$ cat config.mk
export PLATFORM = sky130hd
export DESIGN_NAME = tt_extract_flat
export DESIGN_NICKNAME = d
export VERILOG_FILES = /design/src/rtl/tt_extract_pkg.sv /design/src/rtl/tt_extract_if.sv /design/src/rtl/tt_extract_sync2.sv /design/src/rtl/tt_extract.sv /design/src/flat_wrapper.sv
export SDC_FILE = /design/constraint.sdc
export NUM_CORES = 1
export LEC_CHECK = 0
export ABC_CLOCK_PERIOD_IN_PS = 4450
export CORE_ASPECT_RATIO = 2
export CORE_MARGIN = 3
export CORE_UTILIZATION = 59
export DETAILED_ROUTE_END_ITERATION = 10
export PLACE_DENSITY = 0.83
export SKIP_LAST_GASP = 1
export SYNTH_ARGS = -nofsm -noshare
export SYNTH_HDL_FRONTEND = slang
export SYNTH_HIERARCHICAL = 1
export SYNTH_SLANG_ARGS = --single-unit
$ cat constraint.sdc
create_clock -name clk -period 4.45 [get_ports clk]
set_input_delay 0.89 -clock clk [delete_from_list [all_inputs] [get_ports clk]]
set_output_delay 0.89 -clock clk [all_outputs]
set_load 0.005 [all_outputs]
$ cat src/rtl/tt_extract_pkg.sv
// Shared types and sizes for the gate truth-table extractor.
package tt_extract_pkg;

  localparam int N_INPUTS = 3;
  localparam int N_COMBOS = 8;
  localparam int CODE_W   = 8;

  typedef enum logic [1:0] {
    IDLE   = 2'd0,
    APPLY  = 2'd1,
    SAMPLE = 2'd2,
    DONE   = 2'd3
  } state_t;

endpackage

$ cat src/rtl/tt_extract_if.sv
// Control, stimulus and result signals between the extractor and its user.
interface tt_extract_if;

  logic                               start;
  logic                               abort;
  logic [tt_extract_pkg::CODE_W-1:0]   expect_code;
  logic                               dut_out;
  logic [tt_extract_pkg::N_INPUTS-1:0] dut_in;
  logic                               busy;
  logic                               done;
  logic [tt_extract_pkg::CODE_W-1:0]   tt_code;
  logic                               match;

  modport slave (
    input  start, abort, expect_code, dut_out,
    output dut_in, busy, done, tt_code, match
  );

  modport master (
    output start, abort, expect_code, dut_out,
    input  dut_in, busy, done, tt_code, match
  );

endinterface

$ cat src/rtl/tt_extract_sync2.sv
// Two-flop synchroniser for the asynchronous gate output.
module sync2 (
  input  logic clk,
  input  logic rst_n,
  input  logic d,
  output logic q
);

  logic meta;

  // meta is the only flop allowed to go metastable; q is its resolved copy
  always_ff @(posedge clk or negedge rst_n) begin
    if (!rst_n) begin
      meta <= 1'b0;
      q    <= 1'b0;
    end else begin
      meta <= d;
      q    <= meta;
    end
  end

endmodule

$ cat src/rtl/tt_extract.sv
// Truth-table extractor: sweeps all 3-input combinations onto a logic gate,
// waits for it to settle, and packs the gate response into one byte.
//
// state  | meaning
// IDLE   | waiting for start; results from the last sweep held
// APPLY  | dut_in = idx held while the settle counter runs down
// SAMPLE | synchronised gate output written to tt_code[7-idx]
// DONE   | compare against expect_code, pulse done, drop busy
module tt_extract
  import tt_extract_pkg::*;
#(
  parameter int unsigned SETTLE = 4
) (
  input logic        clk,
  input logic        rst_n,
  tt_extract_if.slave bus
);

  localparam logic [7:0] CNT_LOAD = 8'(SETTLE - 1);
  localparam logic [N_INPUTS-1:0] IDX_LAST = N_INPUTS'(N_COMBOS - 1);

  state_t state, state_nxt;

  logic [N_INPUTS-1:0] idx;
  logic [7:0]          cnt;
  logic [N_INPUTS-1:0] dut_in_q;
  logic                busy_q;
  logic                done_q;
  logic [CODE_W-1:0]   tt_code_q;
  logic                match_q;
  logic [CODE_W-1:0]   exp_q;
  // results from before the current sweep, restored if it is aborted
  logic [CODE_W-1:0]   tt_bak;
  logic                match_bak;
  logic                dout_s;

  logic abort_act;
  logic accept;
  logic do_sample;
  logic finish;

  sync2 u_sync2 (
    .clk   (clk),
    .rst_n (rst_n),
    .d     (bus.dut_out),
    .q     (dout_s)
  );

  // state register
  always_ff @(posedge clk or negedge rst_n) begin
    if (!rst_n) state <= IDLE;
    else        state <= state_nxt;
  end

  // next-state: abort overrides every transition out of a non-idle state
  always_comb begin
    state_nxt = state;
    case (state)
      IDLE:    if (accept)          state_nxt = APPLY;
      APPLY:   if (cnt == 8'd0)     state_nxt = SAMPLE;
      SAMPLE:  state_nxt = (idx == IDX_LAST) ? DONE : APPLY;
      DONE:    state_nxt = IDLE;
      default: state_nxt = IDLE;
    endcase
    if (abort_act) state_nxt = IDLE;
  end

  // control strobes decoded from state; done_q high means we are in the
  // cycle right after DONE, where a start must not be taken
  always_comb begin
    abort_act = bus.abort && (state != IDLE);
    accept    = (state == IDLE) && bus.start && !bus.abort && !done_q;
    do_sample = (state == SAMPLE) && !abort_act;
    finish    = (state == DONE) && !abort_act;
  end

  // datapath: settle counter, index, stimulus and result registers
  always_ff @(posedge clk or negedge rst_n) begin
    if (!rst_n) begin
      idx       <= '0;
      cnt       <= 8'd0;
      dut_in_q  <= '0;
      busy_q    <= 1'b0;
      done_q    <= 1'b0;
      tt_code_q <= '0;
      match_q   <= 1'b0;
      exp_q     <= '0;
      tt_bak    <= '0;
      match_bak <= 1'b0;
    end else if (abort_act) begin
      idx       <= '0;
      cnt       <= 8'd0;
      dut_in_q  <= '0;
      busy_q    <= 1'b0;
      done_q    <= 1'b0;
      tt_code_q <= tt_bak;
      match_q   <= match_bak;
    end else begin
      done_q <= 1'b0;
      if (accept) begin
        exp_q     <= bus.expect_code;
        tt_bak    <= tt_code_q;
        match_bak <= match_q;
        match_q   <= 1'b0;
        idx       <= '0;
        dut_in_q  <= '0;
        busy_q    <= 1'b1;
        cnt       <= CNT_LOAD;
      end
      if (state == APPLY && cnt != 8'd0) cnt <= cnt - 8'd1;
      if (do_sample) begin
        tt_code_q[IDX_LAST - idx] <= dout_s;
        if (idx != IDX_LAST) begin
          idx      <= idx + N_INPUTS'(1);
          dut_in_q <= idx + N_INPUTS'(1);
          cnt      <= CNT_LOAD;
        end
      end
      if (finish) begin
        done_q   <= 1'b1;
        busy_q   <= 1'b0;
        match_q  <= (tt_code_q == exp_q);
        dut_in_q <= '0;
        idx      <= '0;
      end
    end
  end

  assign bus.dut_in  = dut_in_q;
  assign bus.busy    = busy_q;
  assign bus.done    = done_q;
  assign bus.tt_code = tt_code_q;
  assign bus.match   = match_q;

endmodule

$ cat src/flat_wrapper.sv
// flat-port wrapper written by rule: the top's interface ports become plain ports
module tt_extract_flat import tt_extract_pkg::*;
#(
  parameter int unsigned SETTLE = 4
)
  (clk, rst_n, bus_start, bus_abort, bus_expect_code, bus_dut_out, bus_dut_in, bus_busy, bus_done, bus_tt_code, bus_match);
  tt_extract_if bus_i ();
  input logic clk;
  input logic rst_n;
  input wire logic [$bits(bus_i.start)-1:0] bus_start;
  input wire logic [$bits(bus_i.abort)-1:0] bus_abort;
  input wire logic [$bits(bus_i.expect_code)-1:0] bus_expect_code;
  input wire logic [$bits(bus_i.dut_out)-1:0] bus_dut_out;
  output wire logic [$bits(bus_i.dut_in)-1:0] bus_dut_in;
  output wire logic [$bits(bus_i.busy)-1:0] bus_busy;
  output wire logic [$bits(bus_i.done)-1:0] bus_done;
  output wire logic [$bits(bus_i.tt_code)-1:0] bus_tt_code;
  output wire logic [$bits(bus_i.match)-1:0] bus_match;
  assign bus_i.start = bus_start;
  assign bus_i.abort = bus_abort;
  assign bus_i.expect_code = bus_expect_code;
  assign bus_i.dut_out = bus_dut_out;
  assign bus_dut_in = bus_i.dut_in;
  assign bus_busy = bus_i.busy;
  assign bus_done = bus_i.done;
  assign bus_tt_code = bus_i.tt_code;
  assign bus_match = bus_i.match;
  tt_extract #(.SETTLE(SETTLE)) u_core (.clk(clk), .rst_n(rst_n), .bus(bus_i));
endmodule
Yosys cells after proc, flatten, opt, wreduce, memory -nomap -nowiden

Index checks and enable logic that the tools add are counted.

Register bits after elaboration: 46
Input port bits: 13
Output and inout bits: 14
Word-level logic and storage cells: 79

$add $sub $neg: 3
Order comparisons: 2
Equal/unequal tests: 8
Multiplexer cells: 33
Bitwise gates (word level): 1
Reduce and logical (&&, ||, !) cells: 19

Operator list:

| kind                                                              | number |
|---|---|
| 2-to-1 mux 8 bit                                                  | 7 |
| 2-to-1 mux 3 bit                                                  | 10 |
| 2-to-1 mux 1 bit                                                  | 9 |
| bitwise mux 8 bit                                                 | 1 |
| == test 8 bit                                                     | 1 |
| logical AND 1 bit                                                 | 8 |
| zero test 8 bit                                                   | 1 |
| 2-to-1 mux 2 bit                                                  | 4 |
| one-hot mux 2 bit (4 select lines)                                | 1 |
| nonzero test 8 bit                                                | 1 |
| subtractor 8 x 1 -> 8 bit, second input constant                  | 1 |
| != test 3 x 1 -> 1 bit, second input constant                     | 2 |
| == test 2 bit, second input constant                              | 2 |
| < comparator 3 x 4 -> 1 bit, second input constant                | 1 |
| AND reduction 2 bit                                               | 2 |
| nonzero test 2 bit                                                | 2 |
| adder 3 x 1 -> 3 bit, second input constant                       | 1 |
| demux 1 bit (select 3 bit)                                        | 1 |
| == test 3 bit, second input constant                              | 1 |
| greater-or-equal comparator 3 x 1 -> 1 bit, second input constant | 1 |
| zero test 1 bit                                                   | 3 |
| != test 3 bit, second input constant                              | 1 |
| nonzero test 3 bit                                                | 1 |
| subtractor 3 bit, first input constant                            | 1 |
| other kinds (3)                                                   | 3 |

Logic depth before layout (Yosys ltp)

Gate-level depths: netlist of the first run.

Depth after elaboration: 9
Gate-level depth with buffers: 7
Gate-level depth less buffers: 6

Hierarchy

Netlist of the first run, hierarchy kept.

By module, submodules not included:

| module     | times used | cells each | area an instance (sq um) | sequential area each (sq um) |
|---|---|---|---|---|
| tt_extract | 1          | 230        | 2168.3                   | 1101.1 |
| sync2      | 1          | 2          | 50.0                     | 50.0 |

Least setup slack after synthesis of the first run

No wires, ideal clock.

Path type: input port to flip-flop
Start point: input bus_abort
End point: register u_core.tt_bak[4]
Library setup time: 0.065 ns
Arrival time: 2.008 ns
Data required time: 4.385 ns
Path slack: 2.377 ns
Stages: 7
Path buffers: 3
Path through: buf_2 -> nor4b_2 -> and2_1 -> buf_2 -> buf_4 -> nand2_1 -> nand2_1

Word-level cells in the longest chain between the ends: 4
Elaborated cells between the ends (all ways): 6
Those cells by class: bitwise: 1; reduce/logical: 5

RTL lines:

| element                         | line               | source |
|---|---|---|
| start: declaration              | flat_wrapper.sv:11 | `input wire logic [$bits(bus_i.abort)-1:0] bus_abort;` |
| zero test 1 bit                 | tt_extract.sv:72   | `accept = (state == IDLE) && bus.start && !bus.abort && !done_q;` |
| logical AND 1 bit (2 in series) | tt_extract.sv:72   |  |
| AND reduction 2 bit (no line) * | --                 |  |
| end signal: assignment          | tt_extract.sv:102  | `tt_bak <= tt_code_q;` |
| end: declaration                | tt_extract.sv:33   | `logic [CODE_W-1:0] tt_bak;` |

Mark *: on every way between the ends. The rest lies on a longest branch, timed or not.
A chain may end at the register's enable or synchronous reset.

Worst setup path after layout of the first run

Start point: input bus_abort
End point: register u_core.cnt[0]

Word-level cells in the longest chain between the ends: 8
Elaborated cells between the ends (all ways): 11
Those cells by class: mux: 5; reduce/logical: 6

RTL lines:

| element                         | line              | source |
|---|---|---|
| zero test 1 bit                 | tt_extract.sv:72  |  |
| logical AND 1 bit (2 in series) | tt_extract.sv:72  |  |
| 2-to-1 mux 8 bit                | tt_extract.sv:100 | `if (accept) begin` |
| 2-to-1 mux 8 bit                | tt_extract.sv:110 | `if (state == APPLY && cnt != 8'd0) cnt <= cnt - 8'd1;` |
| 2-to-1 mux 8 bit                | tt_extract.sv:113 | `if (idx != IDX_LAST) begin` |
| 2-to-1 mux 8 bit                | tt_extract.sv:111 | `if (do_sample) begin` |
| 2-to-1 mux 8 bit *              | tt_extract.sv:90  | `end else if (abort_act) begin` |
| end signal: assignment          | tt_extract.sv:110 |  |
| end: declaration                | tt_extract.sv:25  | `logic [7:0] cnt;` |

Marked as above.

==> flow_summary_export.csv, run 1 <==
group,metric,value,unit
worst_setup_path,worstReg2RegStart,"u_core/state[1]",
yosys,syn_area,2220,um2
hold_path,hold_depth,0,
yosys,syn_nets,249,
hold_path,hp-class,"reg -> reg",
hold_path,holdPathEnd,"u_core/u_sync2/q",
cells_and_area,syn2layout_area_growth,16.1,%
power_and_ir_drop,peakVddDrop,0.000406,V
timing,relSlewSlack,34.0,%
cells_and_area,final_core_util,73.8,%
power_and_ir_drop,p_leak,1.22,nW
timing,min_period,2.81,ns
cells_and_area,drive_gt1_share,7.06,%
cts,path_clk_slew,0.08,ns
worst_setup_path,cp-start-kind,"primary input",
grt,met3_usage,4.03,%
worst_setup_path,worst-path-buf-inv,1,
cts,cts_tree,"yes",
cells_and_area,num-fill-cells,262,
worst_setup_path,cp_slowest_cell,"and2_1",
worst_setup_path,r2r_slack,2.29,ns
worst_setup_path,crit_path_end_kind,"flip-flop",
drt,routed_wl,4.39,mm
drt,wl_per_cell,14.5,um
floorplanning,fp.dieH,92.7,um
worst_setup_path,worst_ep_required_time,4.64,ns
yosys,synth_area_leaders,"dfrtp_1 52%, nand2_1 12%, mux2i_1 4.1%",
worst_setup_path,r2r_cells,4,
worst_setup_path,crit_type,"in -> reg",
grt,grt_max_degree,47,
cts,post_cts_buffers,0,
cts,worst_skew_pair.late_latency,0.30,ns
floorplanning,fp.coreArea,3490,um2
yosys,synth_cell_types,37,
drt,ant_nets,0,
grt,top_usage_layer,"met2",
timing,worstMarginPinSlew,0.990,ns
cts,clockBufferDepth,2,
worst_setup_path,path_delay_family,"simple AND/OR/NAND/NOR gates",
grt,grt.total_usage,22.1,%
cts,htreeDepth,2,
cts,clock-root-buffer,"clkbuf_8",
grt,use_met1,25.0,%
cts,cts_buffers,5,
placed_design,place_ws,1.34,ns
placed_design,place.detailed.hpwl,3.08,mm
worst_setup_path,max_stage_delay,0.70,ns
timing,rsz0062_at_grt,"false",
grt,grt_pass1_wl,7.87,mm
cts,cts-hold-fix-buffers,0,
drt,dr.pass1.iters,4,
power_and_ir_drop,power_density,571,nW/um2
yosys,synth_top_area_cell,"dfrtp_1",
timing,maxSlewViolCount,0,
worst_setup_path,path_depth,5,
timing,worst_slack,1.64,ns
timing,skew,0.00872,ns
drt,dr_total_vias,1717,
floorplanning,ios,27,
cells_and_area,antenna_cells,0,
yosys,syn_inst,232,
grt,met2_usage,39.5,%
job,drv_cap,0,
yosys,synth-seq-cells,46,
yosys,synth.avg_cell_area,9.56,um2
worst_setup_path,worstPathArrival,3.01,ns
drt,detail_route.iter0.violations,41,
timing,setup_violations,0,
placed_design,portBuffers,26,
worst_setup_path,crit_path_cell_trace,"clkdlybuf4s50_1 -> nor4b_2 -> and2_1 -> nor4_1 -> a211oi_1",
grt,antenna_found_initial,0,
cts,cts_num_sinks,46,
timing,whs,0.383,ns
placed_design,routabilityCongestion,0.844,
floorplanning,die_x,49.4,um
yosys,ys_seq_area_share,51.9,%
hold_path,holdCritStartpoint,"u_core/u_sync2/meta",
grt,grt-ovfl-total,0,
worst_setup_path,crit_fanout,22,
timing,clock.fmax,356,MHz
timing,hold_violations,0,
run_status,status,"finished, final reports clean",
drt,viasPerCell,5.67,
timing,fin_crit_sh,63.2,%
yosys,synth_top_area_share,51.9,%
timing,setup_tns,0,ns
cells_and_area,nets,271,
drt,post-route-drc-count,0,
grt,grt_pass1_vias,1773,
yosys,ys_warn_count,6,
floorplanning,rows,30,
floorplanning,start_util,63.5,%
worst_setup_path,r2r_end,"u_core/cnt[0]",
cts,postCtsResizedCells,0,
floorplanning,die-area,4580,um2
-- worst reg2reg max path, cell delays in order (launching register included) --
cell      delay (ns)
dfrtp_1         0.53
nor4b_2         0.40
and2_1          0.70
nor4_1          0.13
a211oi_1        0.29
-- flip-flops by register name, summed over array words and instances, names as in the netlist --
register,cells
u_core/bus.tt_code,8
u_core/cnt,8
u_core/exp_q,8
u_core/tt_bak,8
u_core/bus.dut_in,3
u_core/idx,3
u_core/state,2
u_core/bus.busy,1
u_core/bus.done,1
u_core/bus.match,1
u_core/match_bak,1
u_core/u_sync2/meta,1
u_core/u_sync2/q,1
-- where the power goes --
group / switching (mW) / total, mW / internal [mW]
logic: 0.274 / 0.520 / 0.247
registers: 0.136 / 0.690 / 0.553
clock network: 0.134 / 0.260 / 0.125
total: 0.544 / 1.47 / 0.926
-- per-layer routing --
layer	wire, um	part of all wire (%)	vias to the layer above
li1	-	-	827
met1	1640	37	834
met2	2470	56	48
met3	198	4.5	8
met4	79	1.8	0
met5	0	0	-
-- worst max-delay path by stage --
| stage | from | end | slack [ns] |
|---|---|---|---|
| after floorplan | bus_abort | u_core/tt_bak[4] | 2.38 |
| final | bus_abort | u_core/cnt[0] | 1.64 |
| after global routing | bus_abort | u_core/cnt[0] | 1.42 |
| after CTS | bus_abort | u_core/cnt[0] | 1.64 |
| after detailed placement | bus_abort | u_core/cnt[0] | 1.34 |
| after global placement | bus_abort | u_core/cnt[1] | 1.47 |
-- stage by stage --
stage / instances / area, um2 / power (mW)
global placement: 295 / 2480 / 1.19
floorplan: 232 / 2220 / 1.05
detailed placement: 295 / 2480 / 1.22
global route: 303 / 2570 / 1.58
finish: 303 / 2570 / 1.47
CTS: 303 / 2570 / 1.48
-- Yosys cell counts (all sizes together) --
master,count
a211oi,1
a21oi,11
a221oi,1
and2,1
buf,6
clkbuf,6
dfrtp,46
ha,4
inv,4
mux2i,9
nand2,71
nand2b,2
nand3,2
nand3b,3
nand4,1
nor2,10
nor2b,3
nor3,4
nor3b,3
nor4,3
nor4b,3
o211ai,6
o21a,1
o21ai,10
o22a,1
o311ai,1
o31ai,1
or2,2
or3,2
or3b,1
or4,2
xnor2,1
xor2,10
-- cells by family after synthesis --
group	share of synthesized area [%]
AND/OR/NAND/NOR	24.7
flip-flops	51.9
AO/OA/AOI/OAI	9.48
buffers and inverters	3.27
XOR/XNOR	4.34
multiplexers	4.06
adder cells (fa/ha/maj)	2.26
-- layout by cell type (no fill, tap or decap), types with 2 or more instances in the layout --
master / n
nand2_1: 71
dfrtp_1: 46
clkdlybuf4s50_1: 25
a21oi_1: 11
nor2_1: 10
o21ai_0: 10
xor2_1: 10
mux2i_1: 9
clkbuf_8: 6
o211ai_1: 5
inv_1: 4
nor3_1: 4
ha_1: 4
nor2b_1: 3
nor4_1: 3
nand3b_1: 3
nor3b_1: 3
nor4b_2: 2
nand2b_1: 2
or3_1: 2
or2_2: 2
nand3_1: 2
-- final cells by class --
cell class / instances / area (um2) / share of cell area, %
repair buffers: 27 / 263 / 10.2
multi-input cells: 170 / 995 / 38.6
clock buffers: 7 / 86.3 / 3.35
clock inverters: 1 / 5.00 / 0.194
inverters: 4 / 15.0 / 0.583
well taps: 48 / 60.1 / 2.33
flip-flops and latches: 46 / 1150 / 44.7
Note: power is estimated with default switching activity, not from simulation.
==> inputs of run 2 (changes only) <==
--- a/config.mk
+++ b/config.mk
@@ -5,12 +5,12 @@
 export SDC_FILE = /design/constraint.sdc
 export NUM_CORES = 1
 export LEC_CHECK = 0
-export ABC_CLOCK_PERIOD_IN_PS = 4450
+export ABC_CLOCK_PERIOD_IN_PS = 2700
 export CORE_ASPECT_RATIO = 2
 export CORE_MARGIN = 3
-export CORE_UTILIZATION = 59
+export CORE_UTILIZATION = 55
 export DETAILED_ROUTE_END_ITERATION = 10
-export PLACE_DENSITY = 0.83
+export PLACE_DENSITY = 0.78
 export SKIP_LAST_GASP = 1
 export SYNTH_ARGS = -nofsm -noshare
 export SYNTH_HDL_FRONTEND = slang
==> constraint.sdc (replaced) <==
create_clock -name clk -period 2.7 [get_ports clk]
set_input_delay 0.54 -clock clk [delete_from_list [all_inputs] [get_ports clk]]
set_output_delay 0.54 -clock clk [all_outputs]
set_load 0.005 [all_outputs]
==> run 2 against run 1 <==
Against the previous run:
- routed wire length is essentially flat
- hold slack worse by 0.18 ns
- sequential cell count is the same
- non-clock buffer count up 4
- sequential power rose by 64%
- combinational power increased by 65%
- core utilization shrank 6.6 points
- critical path type is now reg -> reg
- largest cell class unchanged
==> flow_summary_export.csv, run 2 (synthesized netlist as in run 1, its figures left out) <==
group,metric,value,unit
cts,clockBufferDepth,2,
cts,postCtsResizedCells,0,
cts,cts_tree,"yes",
placed_design,routabilityCongestion,0.795,
grt,grt_max_degree,27,
worst_setup_path,worstReg2RegStart,"u_core/idx[1]",
grt,grt.total_usage,21.1,%
drt,wl_per_cell,14.1,um
worst_setup_path,cp_slowest_cell,"nor4b_2",
timing,skew,0.00520,ns
cells_and_area,nets,275,
placed_design,portBuffers,26,
grt,grt_pass1_wl,7.82,mm
drt,dr_total_vias,1707,
cells_and_area,layout_common_cells,"71 x nand2_1, 46 x dfrtp_1, 25 x clkdlybuf4s50_1, 11 x a21oi_1",
run_status,status,"finished, final reports clean",
worst_setup_path,worstPathArrival,2.20,ns
timing,clock.fmax,494,MHz
timing,min_period,2.02,ns
power_and_ir_drop,peakVddDrop,0.000667,V
cts,post_cts_buffers,0,
cts,clock-root-buffer,"clkbuf_8",
cells_and_area,syn2layout_area_growth,17.6,%
cells_and_area,num-fill-cells,326,
timing,worstMarginPinSlew,0.584,ns
drt,dr.pass1.iters,4,
floorplanning,fp.dieH,95.8,um
job,drv_cap,0,
worst_setup_path,crit_fanout,10,
timing,rsz0062_at_grt,"false",
power_and_ir_drop,p_leak,1.24,nW
timing,setup_tns,0,ns
timing,fin_crit_sh,75.0,%
cts,cts_buffers,5,
worst_setup_path,path_delay_family,"simple AND/OR/NAND/NOR gates",
grt,grt_pass1_vias,1749,
floorplanning,die-area,4880,um2
worst_setup_path,cp-start-kind,"flip-flop",
grt,antenna_found_initial,0,
floorplanning,die_x,50.9,um
cts,path_clk_slew,0.08,ns
cells_and_area,antenna_cells,0,
placed_design,place.detailed.hpwl,3.28,mm
timing,maxSlewViolCount,0,
drt,detail_route.iter0.violations,38,
grt,grt-ovfl-total,0,
cells_and_area,layout_commonest_cell,"nand2_1",
floorplanning,ios,27,
cells_and_area,drive_gt1_share,8.49,%
worst_setup_path,crit_path_cell_trace,"ha_1 -> ha_1 -> nor4b_2 -> a21oi_1 -> nand2_1 -> a21oi_1",
worst_setup_path,crit_type,"reg -> reg",
worst_setup_path,crit_path_end_kind,"flip-flop",
placed_design,place_ws,0.401,ns
worst_setup_path,worst_ep_required_time,2.87,ns
cells_and_area,seq_area,1150,um2
timing,worst_slack,0.676,ns
floorplanning,start_util,57.1,%
cts,cts_num_sinks,46,
drt,ant_nets,0,
timing,relSlewSlack,61.0,%
cts,cts-hold-fix-buffers,0,
cts,htreeDepth,2,
drt,routed_wl,4.38,mm
cts,worst_skew_pair.late_latency,0.29,ns
floorplanning,fp.coreArea,3880,um2
drt,post-route-drc-count,0,
worst_setup_path,worst-path-buf-inv,0,
timing,hold_violations,0,
cells_and_area,multi_input_area,995,um2
drt,viasPerCell,5.51,
hold_path,hp-class,"in -> async",
floorplanning,rows,32,
power_and_ir_drop,power_density,925,nW/um2
worst_setup_path,startpoint,"u_core/idx[1]",
timing,setup_violations,0,
worst_setup_path,max_stage_delay,0.56,ns
-- run 2: worst paths after layout --
path | end | slack (ns) | depth (start not counted)
max in group asynchronous | u_core/exp_q[6] | 1.79 | 2
hold / removal | u_core/cnt[4] | 0.20 | 1
hold reg to reg | u_core/u_sync2/q | 0.36 | 0
min in group clk | u_core/u_sync2/q | 0.36 | 0
setup / recovery | u_core/idx[2] | 0.68 | 6
setup reg to reg | u_core/idx[2] | 0.68 | 6
-- run 2: power by group --
group / leakage [nW] / switching (mW) / total [mW] / internal (mW)
logic: 0.586 / 0.442 / 0.858 / 0.416
registers: 0.609 / 0.222 / 1.13 / 0.912
clock network: 0.0482 / 0.214 / 0.421 / 0.207
total: 1.24 / 0.878 / 2.41 / 1.53
-- run 2: per-stage QoR --
| stage | cells | util (%) | hold WS (ns) | cell area [um2] | total power, mW |
|---|---|---|---|---|---|
| floorplan | 232 | - | 0.244 | 2220 | 1.72 |
| global placement | 302 | 64.8 | 0.336 | 2520 | 1.98 |
| detailed placement | 302 | 64.8 | 0.350 | 2520 | 2.01 |
| CTS | 310 | 67.2 | 0.216 | 2610 | 2.44 |
| global route | 310 | 67.2 | 0.225 | 2610 | 2.62 |
| finish | 310 | 67.2 | 0.201 | 2610 | 2.41 |
-- run 2: area by class of cell --
type,instances,area share [%]
sequential,46,44.1
clock buffer,7,3.31
tap,51,2.45
clock inverter,1,0.192
timing repair buffer,31,11.2
inverter,4,0.576
multi-input combinational,170,38.1
-- run 2: routing by layer --
layer,GRT usage [%],up-vias,routed length [um]
met5,0,-,0
met4,8.54,0,78
met3,3.57,6,131
met2,38.1,41,2460
met1,24.0,832,1720
li1,-,828,-
